===== src/rtl/rst_sequencer.sv =====
// rst_sequencer: staggered release of reset domains plus software/external reset handling and cause capture.
// Ports: clk/rst (async active-high); ext_rst_req_i external reset level; sw_rst_req_i software reset level;
// drain_ok_i quiescence acknowledge; domain_rst_n_o per-domain active-low resets; seq_done_o all released;
// drain_req_o quiesce request; sw_rst_ack_o one-cycle software reset ack; rst_cause_o last reset cause.
module rst_sequencer #(
  parameter int NUM_DOMAINS    = 4,
  parameter int HOLD_CYCLES    = 100,
  parameter int STAGGER_CYCLES = 16,
  parameter int DRAIN_TIMEOUT  = 256
) (
  input  logic                   clk,
  input  logic                   rst,
  input  logic                   ext_rst_req_i,
  input  logic                   sw_rst_req_i,
  input  logic                   drain_ok_i,
  output logic [NUM_DOMAINS-1:0] domain_rst_n_o,
  output logic                   seq_done_o,
  output logic                   drain_req_o,
  output logic                   sw_rst_ack_o,
  output logic [1:0]             rst_cause_o
);
  typedef enum logic [1:0] {HOLD, RELEASE, RUN, DRAIN} state_t;
  localparam logic [15:0] HOLD_END    = 16'(HOLD_CYCLES - 1);
  localparam logic [15:0] STAGGER_END = 16'(STAGGER_CYCLES - 1);
  localparam logic [15:0] DRAIN_END   = 16'(DRAIN_TIMEOUT - 1);
  localparam logic [3:0]  LAST_IDX    = 4'(NUM_DOMAINS - 1);
  localparam logic        SINGLE      = NUM_DOMAINS == 1;
  state_t                 state_q, state_d;
  logic [15:0]            ctr_q, ctr_d;
  logic [3:0]             idx_q, idx_d;
  logic [NUM_DOMAINS-1:0] dom_q, dom_d;
  logic                   done_q, done_d, drain_q, drain_d, ack_q, ack_d;
  logic [1:0]             cause_q, cause_d;
  always_ff @(posedge clk or posedge rst) begin
    if (rst) begin
      state_q <= HOLD;
      ctr_q   <= '0;
      idx_q   <= '0;
      dom_q   <= '0;
      done_q  <= 1'b0;
      drain_q <= 1'b0;
      ack_q   <= 1'b0;
      cause_q <= 2'b00;
    end else begin
      state_q <= state_d;
      ctr_q   <= ctr_d;
      idx_q   <= idx_d;
      dom_q   <= dom_d;
      done_q  <= done_d;
      drain_q <= drain_d;
      ack_q   <= ack_d;
      cause_q <= cause_d;
    end
  end
  always_comb begin
    state_d = state_q;
    ctr_d   = ctr_q;
    idx_d   = idx_q;
    dom_d   = dom_q;
    done_d  = done_q;
    drain_d = drain_q;
    ack_d   = 1'b0;
    cause_d = cause_q;
    if (ext_rst_req_i) begin
      // Holding ctr at 0 keeps HOLD from expiring until the request drops.
      state_d = HOLD;
      ctr_d   = '0;
      idx_d   = '0;
      dom_d   = '0;
      done_d  = 1'b0;
      drain_d = 1'b0;
      cause_d = 2'b10;
    end else begin
      case (state_q)
        HOLD: begin
          ctr_d = ctr_q + 16'd1;
          if (ctr_q == HOLD_END) begin
            ctr_d   = '0;
            dom_d   = NUM_DOMAINS'(1);
            idx_d   = 4'd1;
            state_d = SINGLE ? RUN : RELEASE;
            done_d  = SINGLE;
          end
        end
        RELEASE: begin
          ctr_d = ctr_q + 16'd1;
          if (ctr_q == STAGGER_END) begin
            ctr_d   = '0;
            dom_d   = dom_q | (NUM_DOMAINS'(1) << idx_q);
            idx_d   = idx_q + 4'd1;
            state_d = idx_q == LAST_IDX ? RUN : RELEASE;
            done_d  = idx_q == LAST_IDX;
          end
        end
        RUN: begin
          if (sw_rst_req_i) begin
            state_d = DRAIN;
            drain_d = 1'b1;
            ctr_d   = '0;
          end
        end
        DRAIN: begin
          ctr_d = ctr_q + 16'd1;
          // drain_ok wins over a simultaneous timeout, reporting a clean reset.
          if (drain_ok_i || ctr_q == DRAIN_END) begin
            cause_d = drain_ok_i ? 2'b01 : 2'b11;
            drain_d = 1'b0;
            ack_d   = 1'b1;
            dom_d   = '0;
            done_d  = 1'b0;
            ctr_d   = '0;
            idx_d   = '0;
            state_d = HOLD;
          end
        end
        default: state_d = HOLD;
      endcase
    end
  end
  assign domain_rst_n_o = dom_q;
  assign seq_done_o     = done_q;
  assign drain_req_o    = drain_q;
  assign sw_rst_ack_o   = ack_q;
  assign rst_cause_o    = cause_q;
endmodule


===== config.mk =====
export PLATFORM = sky130hd
export DESIGN_NAME = rst_sequencer
export DESIGN_NICKNAME = d
export VERILOG_FILES = /design/src/rtl/rst_sequencer.sv
export SDC_FILE = /design/constraint.sdc
export NUM_CORES = 1
export LEC_CHECK = 0
export BUFFER_PORTS_ARGS = -buffer_cell sky130_fd_sc_hd__buf_2
export CAP_MARGIN = 20
export CORE_MARGIN = 1
export CORE_UTILIZATION = 53
export DETAILED_ROUTE_END_ITERATION = 16
export PLACE_DENSITY_LB_ADDON = 0.3
export SYNTH_ARGS = -nofsm -noshare
export SYNTH_HDL_FRONTEND = slang
export SYNTH_SLANG_ARGS = --single-unit

===== constraint.sdc =====
create_clock -name clk -period 2.4 [get_ports clk]
set_input_delay 0.36 -clock clk [delete_from_list [all_inputs] [get_ports clk]]
set_output_delay 0.36 -clock clk [all_outputs]
set_load 0.01 [all_outputs]

Word-level counts from Yosys, hierarchy flattened
Index checks and enable logic that the tools add are counted.
W data, S select, Z words.
- register bits: 31
- output and inout bits: 9
- logic and storage cells: 69
- add/sub/neg operators: 2
- eq/ne operators: 11
- shifts and indexed selects: 1
- mux-type cells: 36
- bitwise logic cells: 1
- reductions and logical operators: 10
- operator list (kind ; count):
    $mux W16 ; 5
    $pmux W16 S4 ; 1
    $mux W4 ; 6
    $pmux W4 S3 ; 2
    $mux W2 ; 10
    $add A16 B1 Y16 const B ; 1
    $eq A16 B4 Y1 const B ; 1
    $eq A16 B7 Y1 const B ; 1
    $eq A16 B8 Y1 const B ; 1
    $ne A3 B3 Y1 const B ; 4
    $mux W1 ; 9
    $pmux W2 S4 ; 1
    $reduce_and A4 Y1 ; 2
    $add A4 B1 Y4 const B ; 1
    $eq A2 B2 Y1 const B ; 2
    $eq A4 B2 Y1 const B ; 1
    $or A4 B4 Y4 ; 1
    $reduce_bool A2 Y1 ; 2
    $reduce_bool A4 Y1 ; 1
    $shl A1 B4 Y4 const A ; 1
    $pmux W1 S3 ; 1
    $reduce_and A3 Y1 ; 1
    $reduce_bool A3 Y1 ; 1
    $eq A2 B1 Y1 const B ; 1
    other kinds (4) ; 4

Logic depth before layout (Yosys ltp)
Gate-level depths: netlist of run 1.
- depth after elaboration: 5
- gate-level depth with buffers: 7
- depth with buffers taken out: 6

Worst setup path after synthesis of run 1
Ideal clock, no wire load.
- path type: register to register
- start point: reg ctr_q[0]
- end point: reg idx_q[0]
- setup time: 125 ps
- data arrival time: 2115 ps
- data required time: 2275 ps
- path slack: 160 ps
- cell stages (with the launch flop): 7
- path buffers: 1
- period minus slack after synthesis: 2240 ps
- cells stage by stage: dfrtp_1 > ha_1 > or3b_1 > o31ai_2 > and3_1 > buf_6 > mux2_4
- word-level cells in the longest chain between the ends: 4
- elaborated cells on any way between the ends: 8
- those cells by class: eq/ne (6); reduce/logical (2)
- RTL lines (element ; line ; RTL):
    start, declared ; 29 ; logic [15:0] ctr_q, ctr_d;
    start signal, assigned ; 46 ; ctr_q <= ctr_d;
    $eq A16 B8 Y1 ; 105 ; if (drain_ok_i || ctr_q == DRAIN_END) begin
    $logic_or A1 B1 Y1 ; 105 ;
    $ne A3 B3 Y1 (no source line) ; - ;
    $reduce_and A4 Y1 (no source line) * ; - ;
    end signal, assigned ; 47 ; idx_q <= idx_d;
    end, declared ; 30 ; logic [3:0] idx_q, idx_d;
Mark *: on every way between the ends. The rest lies on a longest branch, timed or not.
A chain may end at the register's enable or synchronous reset.

Final worst setup path of run 1
- start point: reg ctr_q[0]
- end point: reg ctr_q[11]
- word-level cells in the longest chain between the ends: 5
- elaborated cells on any way between the ends: 10
- those cells by class: add/sub (1); eq/ne (3); mux (5); reduce/logical (1)
- RTL lines (element ; line ; RTL):
    parallel branches: the longest is 3 deep, another holds $add A16 B1 Y16 ; - ;
    $pmux W16 S4 * ; 74 ; case (state_q)
    $mux W16 * ; 64 ; if (ext_rst_req_i) begin
Mark *: on every way between the ends.

==> run summary, run 1 <==
The wire length of the first global-routing pass came out at 6.934 mm. Sorting the synthesized cells by how often they occur yields 31 x dfrtp_1, 24 x nand2_1, 15 x nor2_1. The headroom to the max-slew limit was 0.6372; the synthesis-to-layout area growth was 10.23%. In this run the worst path has a maximum fanout of 17. The number of setup violations in the final report came out at 0. The post-synthesis sequential area ratio was 0.4255; the critical path data required time was 2.63 ns.

The fraction of post-synthesis cell area in the top cell type by area is 0.4255. The tools report the number of rows in the core area as 20. The most used flip-flop cell after synthesis is dfrtp_1. Yosys mapped a number of flops with a built-in enable equal to 0. In this run the critical register-to-register path is captured at ctr_q[11]$_DFFE_PP0P_.

The initial antenna violation count came out at 0. Synthesized net count: 207. The top cell type by total area after synthesis was dfrtp_1. Counting the fill cells in the layout gives 272. For the total standard cell area after synthesis, the log shows 1823 um2. The count of nets left with antenna violations once routing finished came out at 0. The depth of the CTS H-tree was 2.

The final-report max-slew violation count is 0. The logs give 1545 for the via count of the first global-routing pass and 0.0004057 V for the worst-case vdd ir drop. The proportion of synthesized flip-flops having asynchronous set or reset came out at 1.000. Averaged over all synthesized cells, the footprint is 9.115 um2. In this run the critical register-to-register path is launched from ctr_q[0]$_DFFE_PP0P_. Summed over all layers, the global routing overflow is 0. In the final routed layout, each cell accounts on average for 15.37 um. Sorting the synthesized cells by area gives the leading types as dfrtp_1 43%, nand2_1 4.9%, nor2_1 3.1%, a21oi_1 3.0%, nand3_1 3.0%. The worst hold path class is input pin to async pin. Highest-delay cell along the critical path: or3b_1. In this run the register-to-register setup slack is 0.14 ns.

The clock net in this run drives a total of 31 sinks. For the signal arrival time at the worst endpoint, the log shows 2.49 ns. The detailed-route DRC error count is 0, and the share of layout cells above drive strength 1 is 0.1682. The number of buffer cells added on primary ports is 13. The analysis attributes to cell leakage a power of 0.9034 nW. For the antenna diode count, the log shows 0.

The count of TritonRoute iterations in the first routing pass was 4. The run finished with clean final reports. The initial standard-cell utilization of the core is 0.5782.

The die width came out at 60.65 um. TritonCTS built the clock tree. Traced cell by cell, the critical path runs through ha_1 > or3b_1 > nor4_2 > a221oi_2 > buf_4 > and3_1 > a221o_1.

For this design the ratio of total power to cell area is 778.7 nW/um2. After clock tree synthesis, the clock-pin slew on the worst setup and hold paths is 0.10 ns. Routability-driven placement finished with a final weighted congestion of 0.8699. Across the run, the number of max-cap violations was 0. Number of top-level pins: 14.

The worst register-to-register path has a depth of 7. The synthesized netlist contains 47 unique library cells. The run gives 2.880 mm as the half-perimeter wire length of the detailed placement result. STA classifies the critical path endpoint as a flip-flop. The tools report the global-route usage over all layers as 0.2598. The count of mapped cells out of synthesis was 200. Using the TritonRoute via totals, the vias-per-cell ratio works out to 6.250.

The fraction of the cycle the final worst path needs is 0.9409. For the pin with the worst max-slew slack, the measured transition is 0.5442 ns. The multi-input combinational cells in the finished layout cover a total of 977.2 um2.

Counting the buffers created by CTS gives 5. Static timing analysis puts the maximum clock frequency at 442.8 MHz. The sequential cells in the finished layout cover a total of 775.7 um2.

Setup repair after global routing left no endpoint under its margin. The worst path needs 2.258 ns of the cycle, external delays included. For the setup total negative slack, the log shows 0 ns. The tools report the number of hold violations in the final report as 0.

In this design, the stage delay of the slowest critical-path cell is 0.46 ns. Buffers added to address setup during post-CTS repair amount to 0. By startpoint and endpoint, the worst setup path is classified as flip-flop to flip-flop. In this run, the number of DRC markers left after iteration 0 of detailed routing was 95. The cell sitting at the root of the clock tree is a clkbuf_4. Synthesis inferred 31 register bits.

The routed design has 4.058 mm of wire. Counting along the longest clock path gives a buffer depth of 2. The source-to-sink clock delay at the later pin of the worst-skew pair was 0.34 ns; the worst clock skew was 0.01485 ns. Overall die height: 60.65 um. dfrtp_1 is the most common cell in the netlist. Entering global routing, the biggest net connects 32 pins. On the final layout, the worst hold slack is 0.07466 ns. The logs give 0 for the synthesis warning total and 226 for the post-layout net count.

The detailed router placed 1650 vias in this run. The full die area came out at 3678 um2. The worst setup path is launched from a flip-flop. Total core area: 3153 um2.
[layer usage]
metal  vias up  routed length [um]  share of wire  track usage
li1        784                   -              -            -
met1       806                1904           0.47       0.3460
met2        51                1881           0.46       0.3987
met3         9                 204          0.050      0.07676
met4         0                  68          0.017       0.1039
met5         -                   0              0            0
[worst max-delay path by stage]
stage	startpoint	end	cells after the start
3_5_place_dp	ctr_q[12]$_DFFE_PP0P_	ctr_q[11]$_DFFE_PP0P_	6
3_3_place_gp	ctr_q[12]$_DFFE_PP0P_	ctr_q[11]$_DFFE_PP0P_	6
4_1_cts	ctr_q[15]$_DFFE_PP0P_	ctr_q[11]$_DFFE_PP0P_	6
2_1_floorplan	ctr_q[0]$_DFFE_PP0P_	idx_q[0]$_DFFE_PP0P_	6
6_report	ctr_q[0]$_DFFE_PP0P_	ctr_q[11]$_DFFE_PP0P_	7
5_1_grt	ctr_q[0]$_DFFE_PP0P_	ctr_q[11]$_DFFE_PP0P_	7
[per-stage QoR]
| stage | worst slack (ns) | utilization | total power [mW] | cells | area (um2) |
|---|---|---|---|---|---|
| 2_1_floorplan | 0.1596 | - | 1.126 | 200 | 1823 |
| 3_3_place_gp | 0.2246 | 0.6210 | 1.242 | 256 | 1958 |
| 3_5_place_dp | 0.1590 | 0.6210 | 1.270 | 256 | 1958 |
| 4_1_cts | 0.1553 | 0.6369 | 1.564 | 264 | 2008 |
| 5_1_grt | 0.006169 | 0.6373 | 1.669 | 264 | 2009 |
| 6_report | 0.1419 | 0.6373 | 1.565 | 264 | 2009 |
[repair_timing]
action | CTS | global route
hold buffers | 0 | 0
endpoints found under the setup margin | 0 | 1
endpoints found under the hold margin | 0 | 0
resized for setup | 0 | 1
[cells in the final DEF, fill, tap and decap left out, types with 5 or more instances in the layout]
cell type / n
nand2_1: 24
inv_1: 6
nor2_1: 15
a21oi_1: 11
o21ai_1: 10
nand4_1: 7
and3_1: 5
clkbuf_4: 5
nor3_1: 6
buf_2: 13
nand3_1: 11
dfrtp_1: 31
a22o_1: 5
buf_4: 8
[cell families (layout without fill, tap and decap cells)]
| kind of cell | count (synthesis) | in the layout | share of synthesized area |
|---|---|---|---|
| muxes | 4 | 4 | 0.02471 |
| and+or+nand+nor | 95 | 95 | 0.2814 |
| buffers and inverters | 16 | 36 | 0.03912 |
| AOI/OAI and AO/OA | 49 | 49 | 0.2011 |
| adders and majority gates | 2 | 2 | 0.01372 |
| DFF | 31 | 31 | 0.4255 |
| xor gates and xnor gates | 3 | 3 | 0.01442 |
[layout make-up]
| type | instances | share of cell area |
|---|---|---|
| Multi-Input combinational cell | 153 | 0.4863 |
| Tap cell | 44 | 0.02740 |
| Clock inverter | 1 | 0.002491 |
| Sequential cell | 31 | 0.3861 |
| Inverter | 7 | 0.01308 |
| Timing Repair Buffer | 21 | 0.06227 |
| Clock buffer | 7 | 0.02242 |
[critical path, delay by kind of cell (launching register included)]
| family | cells | cell delay [ns] |
|---|---|---|
| buf+inv | 1 | 0.22 |
| compound gates | 2 | 0.35 |
| flops | 1 | 0.42 |
| fa+ha+maj | 1 | 0.27 |
| simple gates | 3 | 0.89 |
[registers in the layout (all words and copies together), names as in the netlist]
register        count
ctr_q              16
domain_rst_n_o      4
drain_req_o         1
idx_q               4
rst_cause_o         2
seq_done_o          1
state_q             2
sw_rst_ack_o        1
[power by group]
group	total, mW	switching [mW]	leakage [nW]	internal [mW]
clock network	0.292	0.178	0.0293	0.114
logic	0.558	0.305	0.456	0.252
registers	0.715	0.120	0.418	0.595
(Power assumes the default switching activity.)
==> inputs of run 2 (changes only) <==
- PLACE_DENSITY: unset -> 0.84
- PLACE_DENSITY_LB_ADDON: 0.3 -> unset
==> run 2 against run 1 <==
Sequential cell count stayed put. Non-clock buffer count is 7 higher. Worst setup slack worse by 0.013 ns. Maximum frequency is 0.58% lower. Sequential share of layout area is 1.6 points lower. Design area is 4.4% higher. Critical path type unchanged. Critical endpoint unchanged. Largest power group unchanged.
==> run summary, run 2 (synthesis results as in run 1) <==
The run finished with clean final reports. The setup check on the worst reg-to-reg path leaves a slack of 0.13 ns. The power density of the placed cells was 809.7 nW/um2; the actual slew at the worst max-slew pin was 0.5661 ns. On the final layout, the worst clock skew is 0.01007 ns. The switching fraction of total power is 0.3520, and the maximum cell stage delay along the critical path is 0.62 ns.

Gates resized during post-CTS repair numbered 0. The final-report max-slew violation count was 0; the critical path data required time was 2.62 ns. The placer congestion estimate is 0.8456, and the part of the power in registers is 0.420.

The area growth from synthesis to layout is 15.03%. The via count of the first global-routing pass came out at 1546. Buffers inserted during clock tree synthesis total 5. For the remaining global-route overflow, the log shows 0. The half-perimeter wire length of the detailed placement result was 3.004 mm. Along the worst path, the maximum fanout reaches 8. Commonest non-fill, non-tap cell in the layout: dfrtp_1. The tools report the type of element launching the critical path as a flip-flop. Summing over every cut layer, the via total after detailed routing is 1627. Summed over all failing endpoints, the final setup total negative slack is 0 ns. In the final design database the tool counted 233 nets.

The die covers 3678 um2. The post-layout minimum cycle time came out at 2.271 ns. The path depth of the worst reg2reg path was 6; the total core area was 3153 um2. The path class of the tightest hold or removal check is input pin to async pin.

The tools report the clock root buffer as clkbuf_4. The first global-routing pass estimated 7.065 mm of wire. TritonCTS built the clock tree. Summed over all cells, the static leakage comes to 0.9588 nW. On the critical path the largest part of the delay comes from simple AND/OR/NAND/NOR gates.

The signal arrival time at the worst endpoint was 2.49 ns. Flip-flop count of the largest register after layout: 16. For the remaining number of nets flagged by the antenna check after routing, the log shows 0. In the final routed layout, each cell accounts on average for 15.13 um.

The category of the worst setup path capture point is a flip-flop. The number of setup violations in the final report came out at 0. The run gives 0.0004387 V as the worst-case vdd ir drop. During placement, the flow inserted port buffers numbering 13. The global-route usage over all layers is 0.2625.

The startpoint-to-endpoint class of the critical path is flip-flop to flip-flop. The tools report the reg-to-reg startpoint as ctr_q[12]$_DFFE_PP0P_. Entering global routing, the biggest net connects 18 pins. The share of layout cells above drive strength 1 works out to 0.1982.

For this block, the routed nets add up to 4.100 mm of wire. The end of the worst register-to-register path is ctr_q[11]$_DFFE_PP0P_. The number of fillers in the final layout was 264; the setup fix buffers added after clock tree synthesis was 0. ctr_q holds more flip-flops than any other register. Internal power comes to 1.100 mW. The run gives 31 as the sink count of the clock tree. The critical path buffer and inverter count came out at 1.

For this design the top-level I/O count stands at 14. The number of hold violations in the final report was 0; the count of maximum capacitance violations was 0. The clock input transition at the sequential cells of the worst setup and hold paths was 0.09 ns. The highest achievable clock rate was 440.3 MHz. The fraction of the cycle the final worst path needs was 0.9464.

Among all stages on the critical path, the largest delay is contributed by or4_1. The total of hold buffers inserted after clock tree synthesis is 0. In the layout the commonest cells are 31 x dfrtp_1, 24 x nand2_1, 15 x nor2_1, 15 x buf_4, 13 x buf_2. Dividing the detail-routed via count by the number of cells gives 6.004. The end-of-flow core utilization is 0.6651, and the source-to-sink clock delay at the later pin of the worst-skew pair is 0.34 ns.

The initial standard-cell utilization of the core is 0.5782. The overall die height was 60.65 um. Part of the power in combinational logic: 0.329.

The tools report the detailed-route DRC error count as 0. For this block, the initial DRC count from the detailed router was 153. The headroom to the max-slew limit is 0.6226, and the die width is 60.65 um. The clock power share is 0.252. Switching power summed over all nets: 597.7 uW. For this run, the detailed router's first-pass iteration total came to 4.

No sink is reached through more buffers than the 2 on the longest clock path. The antenna diode count is 0. The H-tree generated during clock tree synthesis spans 2 levels. For the number of rows in the core area, the log shows 20. The run gives 0 as the initial antenna violation count. Setup repair after global routing left no endpoint under its margin. The signal on the critical path passes through or4_1 > nor4_2 > a221oi_2 > buf_4 > and3_1 > a221o_1.
[run 2: cell type report]
type,instances,area [um2],area share
clock buffer,6,51.30,0.02446
clock inverter,2,35.03,0.01671
inverter,7,26.28,0.01253
multi-input combinational,153,975.9,0.4654
sequential,31,775.7,0.3699
tap,44,55.05,0.02625
timing repair buffer,28,177.7,0.08473
[run 2: worst max-delay path by stage]
| stage | from | end | cells past startpoint |
|---|---|---|---|
| after global placement | ctr_q[12]$_DFFE_PP0P_ | ctr_q[11]$_DFFE_PP0P_ | 6 |
| after floorplan | ctr_q[0]$_DFFE_PP0P_ | idx_q[0]$_DFFE_PP0P_ | 6 |
| after detailed placement | ctr_q[12]$_DFFE_PP0P_ | ctr_q[11]$_DFFE_PP0P_ | 6 |
| after CTS | ctr_q[12]$_DFFE_PP0P_ | ctr_q[11]$_DFFE_PP0P_ | 6 |
| final | ctr_q[12]$_DFFE_PP0P_ | ctr_q[11]$_DFFE_PP0P_ | 6 |
| after global routing | ctr_q[0]$_DFFE_PP0P_ | ctr_q[11]$_DFFE_PP0P_ | 7 |
[run 2: metrics by stage]
| step | total power, mW | instances | area (um2) | hold WS (ns) | setup WS [ns] |
|---|---|---|---|---|---|
| after floorplan | 1.126 | 200 | 1823 | 0.4635 | 0.1596 |
| after global placement | 1.264 | 263 | 2011 | 0.4448 | 0.2418 |
| after detailed placement | 1.282 | 263 | 2011 | 0.4432 | 0.1453 |
| after CTS | 1.707 | 271 | 2097 | 0.08136 | 0.1390 |
| after global routing | 1.806 | 271 | 2097 | 0.1163 | 0.007893 |
| final | 1.698 | 271 | 2097 | 0.06358 | 0.1287 |
[run 2: power by group through the flow]
stage	clock [mW]	combinational, mW	sequential, mW
final	0.427	0.558	0.713
after global routing	0.445	0.630	0.731
after CTS	0.435	0.562	0.709
after detailed placement	0	0.561	0.721
after global placement	0	0.550	0.714
after floorplan	0	0.456	0.670
[run 2: routing by layer]
metal,part of all wire,vias to the layer above,GRT usage
met2,0.46,58,0.3987
met1,0.46,757,0.3629
li1,-,799,-
met5,0,-,0
met4,0.025,0,0.1071
met3,0.056,13,0.06183
